## config.mk

```make
export PLATFORM = sky130hd
export DESIGN_NAME = sensor_packet_spi_master
export DESIGN_NICKNAME = d
export VERILOG_FILES = /design/src/rtl/sensor_spi_pkg.sv /design/src/rtl/spi_phase_timer.sv /design/src/rtl/sensor_packet_spi_master.sv
export SDC_FILE = /design/constraint.sdc
export NUM_CORES = 1
export LEC_CHECK = 0
export CORE_MARGIN = 2
export CORE_UTILIZATION = 56
export DETAILED_ROUTE_END_ITERATION = 10
export GPL_TIMING_DRIVEN = 0
export PLACE_DENSITY_LB_ADDON = 0.25
export SLEW_MARGIN = 20
export SYNTH_ARGS = -nofsm -noshare
export SYNTH_HDL_FRONTEND = slang
export SYNTH_SLANG_ARGS = --single-unit
```

## constraint.sdc

```tcl
create_clock -name clk -period 2.6 [get_ports clk]
set_input_delay 0.52 -clock clk [delete_from_list [all_inputs] [get_ports clk]]
set_output_delay 0.52 -clock clk [all_outputs]
set_load 0.005 [all_outputs]
```

## src/rtl/sensor_spi_pkg.sv

```systemverilog
// -----------------------------------------------------------------------------
// sensor_spi_pkg
// Shared definitions for the sensor-packet SPI link. Both the master
// transmitter and the slave receiver import this package so that the two
// ends agree on the byte layout of a packet.
//   - HEADER_BYTE, PACKET_SIZE, PACKET_BITS : framing constants
//   - *_IDX                                 : byte offsets inside a packet
//   - FLAG_*                                : bit positions in the flags byte
//   - spi_state_e                           : master FSM state encoding
//   - build_packet()                        : assembles the 128-bit packet
// -----------------------------------------------------------------------------
package sensor_spi_pkg;

    localparam logic [7:0] HEADER_BYTE = 8'hAA;
    localparam int         PACKET_SIZE = 16;
    localparam int         PACKET_BITS = 128;

    localparam int ROLL_IDX  = 1;
    localparam int PITCH_IDX = 3;
    localparam int YAW_IDX   = 5;
    localparam int GX_IDX    = 7;
    localparam int GY_IDX    = 9;
    localparam int GZ_IDX    = 11;
    localparam int FLAGS_IDX = 13;
    localparam int RSVD_IDX  = 14;

    localparam int FLAG_EULER = 0;
    localparam int FLAG_GYRO  = 1;

    typedef enum logic [2:0] {
        IDLE,
        SETUP,
        XFER,
        HOLD,
        GAP
    } spi_state_e;

    typedef logic [PACKET_BITS-1:0] packet_t;

    // Byte 0 of the packet occupies the top eight bits so that a plain
    // MSB-first shift sends the header first. 16-bit fields go high byte first.
    function automatic packet_t build_packet(
        input logic [15:0] roll,
        input logic [15:0] pitch,
        input logic [15:0] yaw,
        input logic [15:0] gyro_x,
        input logic [15:0] gyro_y,
        input logic [15:0] gyro_z,
        input logic        euler_valid,
        input logic        gyro_valid
    );
        logic [7:0] bytes [PACKET_SIZE];
        packet_t    pkt;
        for (int k = 0; k < PACKET_SIZE; k++) begin
            bytes[k] = 8'h00;
        end
        bytes[0]             = HEADER_BYTE;
        bytes[ROLL_IDX]      = roll[15:8];
        bytes[ROLL_IDX + 1]  = roll[7:0];
        bytes[PITCH_IDX]     = pitch[15:8];
        bytes[PITCH_IDX + 1] = pitch[7:0];
        bytes[YAW_IDX]       = yaw[15:8];
        bytes[YAW_IDX + 1]   = yaw[7:0];
        bytes[GX_IDX]        = gyro_x[15:8];
        bytes[GX_IDX + 1]    = gyro_x[7:0];
        bytes[GY_IDX]        = gyro_y[15:8];
        bytes[GY_IDX + 1]    = gyro_y[7:0];
        bytes[GZ_IDX]        = gyro_z[15:8];
        bytes[GZ_IDX + 1]    = gyro_z[7:0];
        bytes[FLAGS_IDX][FLAG_EULER] = euler_valid;
        bytes[FLAGS_IDX][FLAG_GYRO]  = gyro_valid;
        bytes[RSVD_IDX]      = 8'h00;
        bytes[RSVD_IDX + 1]  = 8'h00;
        pkt = '0;
        for (int k = 0; k < PACKET_SIZE; k++) begin
            pkt[PACKET_BITS - 1 - 8 * k -: 8] = bytes[k];
        end
        return pkt;
    endfunction

endpackage

```

## src/rtl/spi_phase_timer.sv

```systemverilog
// -----------------------------------------------------------------------------
// spi_phase_timer
// Loadable down-counter. Loading N-1 makes tick rise during the N-th cycle
// after the load edge, so the owner can advance exactly N cycles later.
//   clk        : system clock
//   rst_n      : asynchronous active-low reset
//   load       : load load_value on the next clock edge
//   load_value : cycles-minus-one until the next tick
//   tick       : count has reached zero (terminal count)
// -----------------------------------------------------------------------------
module spi_phase_timer #(
    parameter int WIDTH = 3
) (
    input  logic             clk,
    input  logic             rst_n,
    input  logic             load,
    input  logic [WIDTH-1:0] load_value,
    output logic             tick
);

    logic [WIDTH-1:0] count_q;

    // NOTE: sequential state uses non-blocking assignments so every flop
    // samples pre-edge values regardless of process ordering.
    always_ff @(posedge clk or negedge rst_n) begin
        if (!rst_n) begin
            count_q <= '0;
        end else if (load) begin
            count_q <= load_value;
        end else if (count_q != '0) begin
            count_q <= count_q - WIDTH'(1);
        end
    end

    assign tick = (count_q == '0);

endmodule

```

## src/rtl/sensor_packet_spi_master.sv

```systemverilog
// -----------------------------------------------------------------------------
// sensor_packet_spi_master
// SPI Mode 0, MSB-first transmitter for one 16-byte sensor packet per start.
//   clk, rst_n          : system clock, asynchronous active-low reset
//   start               : transfer request, sampled only in IDLE
//   roll, pitch, yaw    : Euler angles x100 (signed)
//   gyro_x/y/z          : gyro rates x2000 (signed)
//   euler_valid         : flags bit 0
//   gyro_valid          : flags bit 1
//   busy                : high from the accept edge until done
//   done                : one-cycle pulse at the end of the transfer
//   cs_n, sck, sdo      : SPI bus (sck idles low)
// Frame: SETUP (CS_SETUP) -> 128 bits of CLK_DIV low + CLK_DIV high ->
//        HOLD (CS_HOLD) -> GAP (CS_GAP, cs_n high) -> IDLE with done.
// -----------------------------------------------------------------------------
module sensor_packet_spi_master
    import sensor_spi_pkg::*;
#(
    parameter int CLK_DIV  = 4,
    parameter int CS_SETUP = 2,
    parameter int CS_HOLD  = 2,
    parameter int CS_GAP   = 4
) (
    input  logic               clk,
    input  logic               rst_n,
    input  logic               start,
    input  logic signed [15:0] roll,
    input  logic signed [15:0] pitch,
    input  logic signed [15:0] yaw,
    input  logic signed [15:0] gyro_x,
    input  logic signed [15:0] gyro_y,
    input  logic signed [15:0] gyro_z,
    input  logic               euler_valid,
    input  logic               gyro_valid,
    output logic               busy,
    output logic               done,
    output logic               cs_n,
    output logic               sck,
    output logic               sdo
);

    localparam int MAX_AB  = (CLK_DIV > CS_SETUP) ? CLK_DIV : CS_SETUP;
    localparam int MAX_CD  = (CS_HOLD > CS_GAP) ? CS_HOLD : CS_GAP;
    localparam int MAX_CNT = (MAX_AB > MAX_CD) ? MAX_AB : MAX_CD;
    localparam int PH_W    = $clog2(MAX_CNT + 1);

    localparam logic [PH_W-1:0] LD_SETUP = PH_W'(CS_SETUP - 1);
    localparam logic [PH_W-1:0] LD_HALF  = PH_W'(CLK_DIV - 1);
    localparam logic [PH_W-1:0] LD_HOLD  = PH_W'(CS_HOLD - 1);
    localparam logic [PH_W-1:0] LD_GAP   = PH_W'(CS_GAP - 1);
    localparam logic [6:0]      LAST_BIT = 7'(PACKET_BITS - 1);

    spi_state_e      state_q, state_d;
    packet_t         shift_q, shift_d;
    packet_t         packet_in;
    logic [6:0]      bit_cnt_q, bit_cnt_d;
    logic            cs_n_d, sck_d, sdo_d, busy_d, done_d;
    logic            timer_load;
    logic [PH_W-1:0] timer_value;
    logic            tick;

    assign packet_in = build_packet(roll, pitch, yaw, gyro_x, gyro_y, gyro_z,
                                    euler_valid, gyro_valid);

    spi_phase_timer #(
        .WIDTH(PH_W)
    ) u_timer (
        .clk        (clk),
        .rst_n      (rst_n),
        .load       (timer_load),
        .load_value (timer_value),
        .tick       (tick)
    );

    // NOTE: every signal driven here gets a default before the case, so no
    // path through the block can leave one unassigned and infer a latch.
    always_comb begin
        state_d     = state_q;
        shift_d     = shift_q;
        bit_cnt_d   = bit_cnt_q;
        cs_n_d      = cs_n;
        sck_d       = sck;
        sdo_d       = sdo;
        busy_d      = busy;
        done_d      = 1'b0;
        timer_load  = 1'b0;
        timer_value = '0;

        case (state_q)
            IDLE: begin
                if (start) begin
                    state_d     = SETUP;
                    shift_d     = packet_in;
                    bit_cnt_d   = '0;
                    cs_n_d      = 1'b0;
                    sck_d       = 1'b0;
                    sdo_d       = packet_in[PACKET_BITS-1];
                    busy_d      = 1'b1;
                    timer_load  = 1'b1;
                    timer_value = LD_SETUP;
                end
            end

            SETUP: begin
                // First bit is already on sdo; the first low phase starts now.
                if (tick) begin
                    state_d     = XFER;
                    timer_load  = 1'b1;
                    timer_value = LD_HALF;
                end
            end

            XFER: begin
                if (tick) begin
                    timer_load  = 1'b1;
                    timer_value = LD_HALF;
                    if (!sck) begin
                        sck_d = 1'b1;
                    end else begin
                        // Falling edge: the next bit goes out on this same edge,
                        // giving the slave a full low phase of setup time.
                        sck_d = 1'b0;
                        if (bit_cnt_q == LAST_BIT) begin
                            state_d     = HOLD;
                            timer_value = LD_HOLD;
                        end else begin
                            bit_cnt_d = bit_cnt_q + 7'd1;
                            shift_d   = {shift_q[PACKET_BITS-2:0], 1'b0};
                            sdo_d     = shift_q[PACKET_BITS-2];
                        end
                    end
                end
            end

            HOLD: begin
                if (tick) begin
                    state_d     = GAP;
                    cs_n_d      = 1'b1;
                    sdo_d       = 1'b0;
                    timer_load  = 1'b1;
                    timer_value = LD_GAP;
                end
            end

            GAP: begin
                if (tick) begin
                    state_d = IDLE;
                    busy_d  = 1'b0;
                    done_d  = 1'b1;
                end
            end

            default: begin
                state_d = IDLE;
            end
        endcase
    end

    always_ff @(posedge clk or negedge rst_n) begin
        if (!rst_n) begin
            state_q   <= IDLE;
            // NOTE: the shift buffer holds data, not control; it is reset
            // anyway so it never carries X between reset and the first accept.
            shift_q   <= '0;
            bit_cnt_q <= '0;
            cs_n      <= 1'b1;
            sck       <= 1'b0;
            sdo       <= 1'b0;
            busy      <= 1'b0;
            done      <= 1'b0;
        end else begin
            state_q   <= state_d;
            shift_q   <= shift_d;
            bit_cnt_q <= bit_cnt_d;
            cs_n      <= cs_n_d;
            sck       <= sck_d;
            sdo       <= sdo_d;
            busy      <= busy_d;
            done      <= done_d;
        end
    end

endmodule

```

==> results.cfg <==
[outcome]
status = completed

[sta]
final-setup-viol-count = 0
setup_ws_ns = 0.474
max_freq_ghz = 0.470
max_slew_margin_pct = 51.0
maxSlewViolCount = 0
rsz0062_at_grt = false
finalCritPeriodShare_pct = 81.8
clock-skew-final_ns = 0.00663
hold_viol_final = 0
min_period_ns = 2.13
worst_pin_slew_ns = 0.729
timing.hold.ws_ns = 0.496

[die]
core_um2 = 9820
initial_core_util_pct = 58.1
fp.dieH_um = 105
dieArea_um2 = 11000
num_rows = 36
die_w_um = 105
io_pins = 106

[placement]
io_buffers = 105
pre_cts_slack_ns = 0.135
place_hpwl_mm = 9.11
place.gp.congestion = 0.814

[synthesis]
synth_ff_type = dfrtp_1
yosys_register_bits = 129
synth_cells = 585
synth_top_area_cell = dfrtp_1
yosysSeqAreaShare_pct = 56.6
mappedNetlistArea_um2 = 5710
synth_nets = 689
synth_top_area_share_pct = 56.1
syn_avg_cell_area_um2 = 9.76
yosysWarnings = 0
synth_area_leaders = dfrtp_1 56%, o22ai_1 7.5%, a21oi_1 6.5%
async_flop_share_pct = 100
synthDistinctLibCells = 40
synth-edff-count = 0

[detailed_routing]
routed_wirelength_mm = 13.9
drt_iter0_drc = 324
ant_nets = 0
drc = 0
vias = 4882
routed_via_density = 5.70
firstDrtPassIters = 5
wl_per_cell_um = 16.2

[clock_network]
cts_num_sinks = 129
cts_setup_buffers = 0
h-tree-depth = 4
cts_tree = built
clock-root-buffer = clkbuf_8
clk_latency_ns = 0.51
path_clk_slew_ns = 0.06
clockBufferDepth = 2
numCtsBuffers = 17

[worst_setup_path]
crit_fanout = 10
cp-start-kind = flip-flop
startpoint = bit_cnt_q[0]
cp_data_required_time_ns = 2.99
reg2reg_from = bit_cnt_q[0]
crit_arrival_ns = 2.51
crit_type = flip-flop to flip-flop
cp-end-kind = flip-flop

[global_route]
grt_pass1_vias = 4864
grt_overflow = 0
met2_usage_pct = 43.3
gr-usage-all-layers_pct = 26.5
grt_max_degree = 81
busiest_layer = met2
met1_usage_pct = 35.9
grt_pass1_wl_mm = 23.3
use_met3_pct = 5.80
antenna_found_initial = 0

[power_and_ir_drop]
total_leakage_power_nw = 3.47
power.density_nw_per_um2 = 1110
ir_drop_mv = 0.647
power.total_mw = 8.40

[final_layout]
drive_above_1_share_pct = 8.43
layout.nets = 815
utilization_pct = 77.1
antenna_cells = 0
area_delta_synth_final_pct = 32.6
n_fill_cell = 705

[job]
drv_cap = 0

[min_path]
min_path_type = flip-flop to flip-flop
hp-start = cs_n
==> Yosys cell counts (all sizes together) (2+ instances only) <==
cell and instances:
inv 74, dfrtp 128, and3 2, ha 3
nor2b 2, nand3 45, o31ai 2, mux2i 30
o22ai 68, nand2b 2, a22o 3, buf 27
nor3b 5, clkbuf 18, a21oi 74, nor2 9
nor3 2, o21ai 51, nand2 23
==> per-stage QoR <==
| step | std cells | cell area (um^2) | TNS, ns |
|---|---|---|---|
| floorplan | 585 | 5710 | 0 |
| global placement | 823 | 6930 | -503.39 |
| detailed placement | 824 | 6960 | 0 |
| CTS | 857 | 7570 | 0 |
| global route | 857 | 7570 | 0 |
| finish | 857 | 7570 | 0 |
==> flip-flops by register name, summed over array words and instances, names as in the netlist, 3 cells and up <==
| register | cells |
|---|---|
| u_timer.count_q | 3 |
| state_q | 3 |
| shift_q | 111 |
| bit_cnt_q | 7 |
==> worst max-delay path, stage by stage (launching register included) <==
cell	delay (ns)
dfrtp_1	0.42
ha_1	0.21
nand3_1	0.18
o211ai_1	0.26
and2_1	0.27
buf_2	0.28
buf_2	0.27
a21oi_1	0.12
==> power by group <==
group / internal (mW) / total (mW) / switching [mW]
combinational: 1.13 / 2.60 / 1.47
clock: 1.51 / 2.40 / 0.890
sequential: 2.91 / 3.41 / 0.499
total: 5.55 / 8.40 / 2.86
==> timing repair <==
action | 4_1_cts | 5_1_grt
endpoints found under the hold margin | 48 | 0
hold buffers | 1 | 0
gates resized for setup | 0 | 0
==> layout by cell type, fill, tap and decap left out, types with 5 or more instances in the layout <==
cell type,Yosys,routed
dfrtp_1,128,128
clkdlybuf4s50_1,0,104
inv_1,74,74
a21oi_1,74,74
o22ai_1,68,68
o21ai_1,49,49
nand3_1,45,45
mux2i_1,30,30
nand2_1,23,23
buf_2,22,22
clkbuf_1,18,18
clkbuf_16,0,16
nor2_1,8,8
clkinvlp_4,0,7
nor3b_1,5,5
==> metal layers <==
layer  wire (um)  share of wire [%]
met1        5990                 43
met4         150                1.1
met5           0                  0
met2        7070                 51
met3         697                5.0
==> path summary, 6_finish.rpt <==
kind / to / slack, ns / cells past startpoint
setup / recovery: shift_q[65] / 0.47 / 7
hold / removal: cs_n / 0.50 / 2
setup reg to reg: shift_q[65] / 0.47 / 7
hold reg to reg: cs_n / 0.50 / 2
max in group asynchronous: shift_q[81] / 1.35 / 3
min in group asynchronous: state_q[0] / 0.52 / 2
==> cell type report <==
type	count	area [um^2]	area share, %
tap	133	166	2.20
multi-input combinational	337	1990	26.4
sequential	129	3230	42.7
buffer	45	208	2.74
timing repair buffer	107	1090	14.4
clock buffer	19	442	5.84
clock inverter	13	161	2.13
inverter	74	278	3.67
==> kinds of logic after synthesis <==
logic type               share of synthesized area, %
flip-flops                                       56.6
buffers and inverters                            8.50
multiplexers                                     5.26
AO/OA/AOI/OAI                                    20.2
AND/OR/NAND/NOR                                  8.68
XOR/XNOR                                        0.153
adder cells (fa/ha/maj)                         0.658
Note: power is estimated with default switching activity, not from simulation.
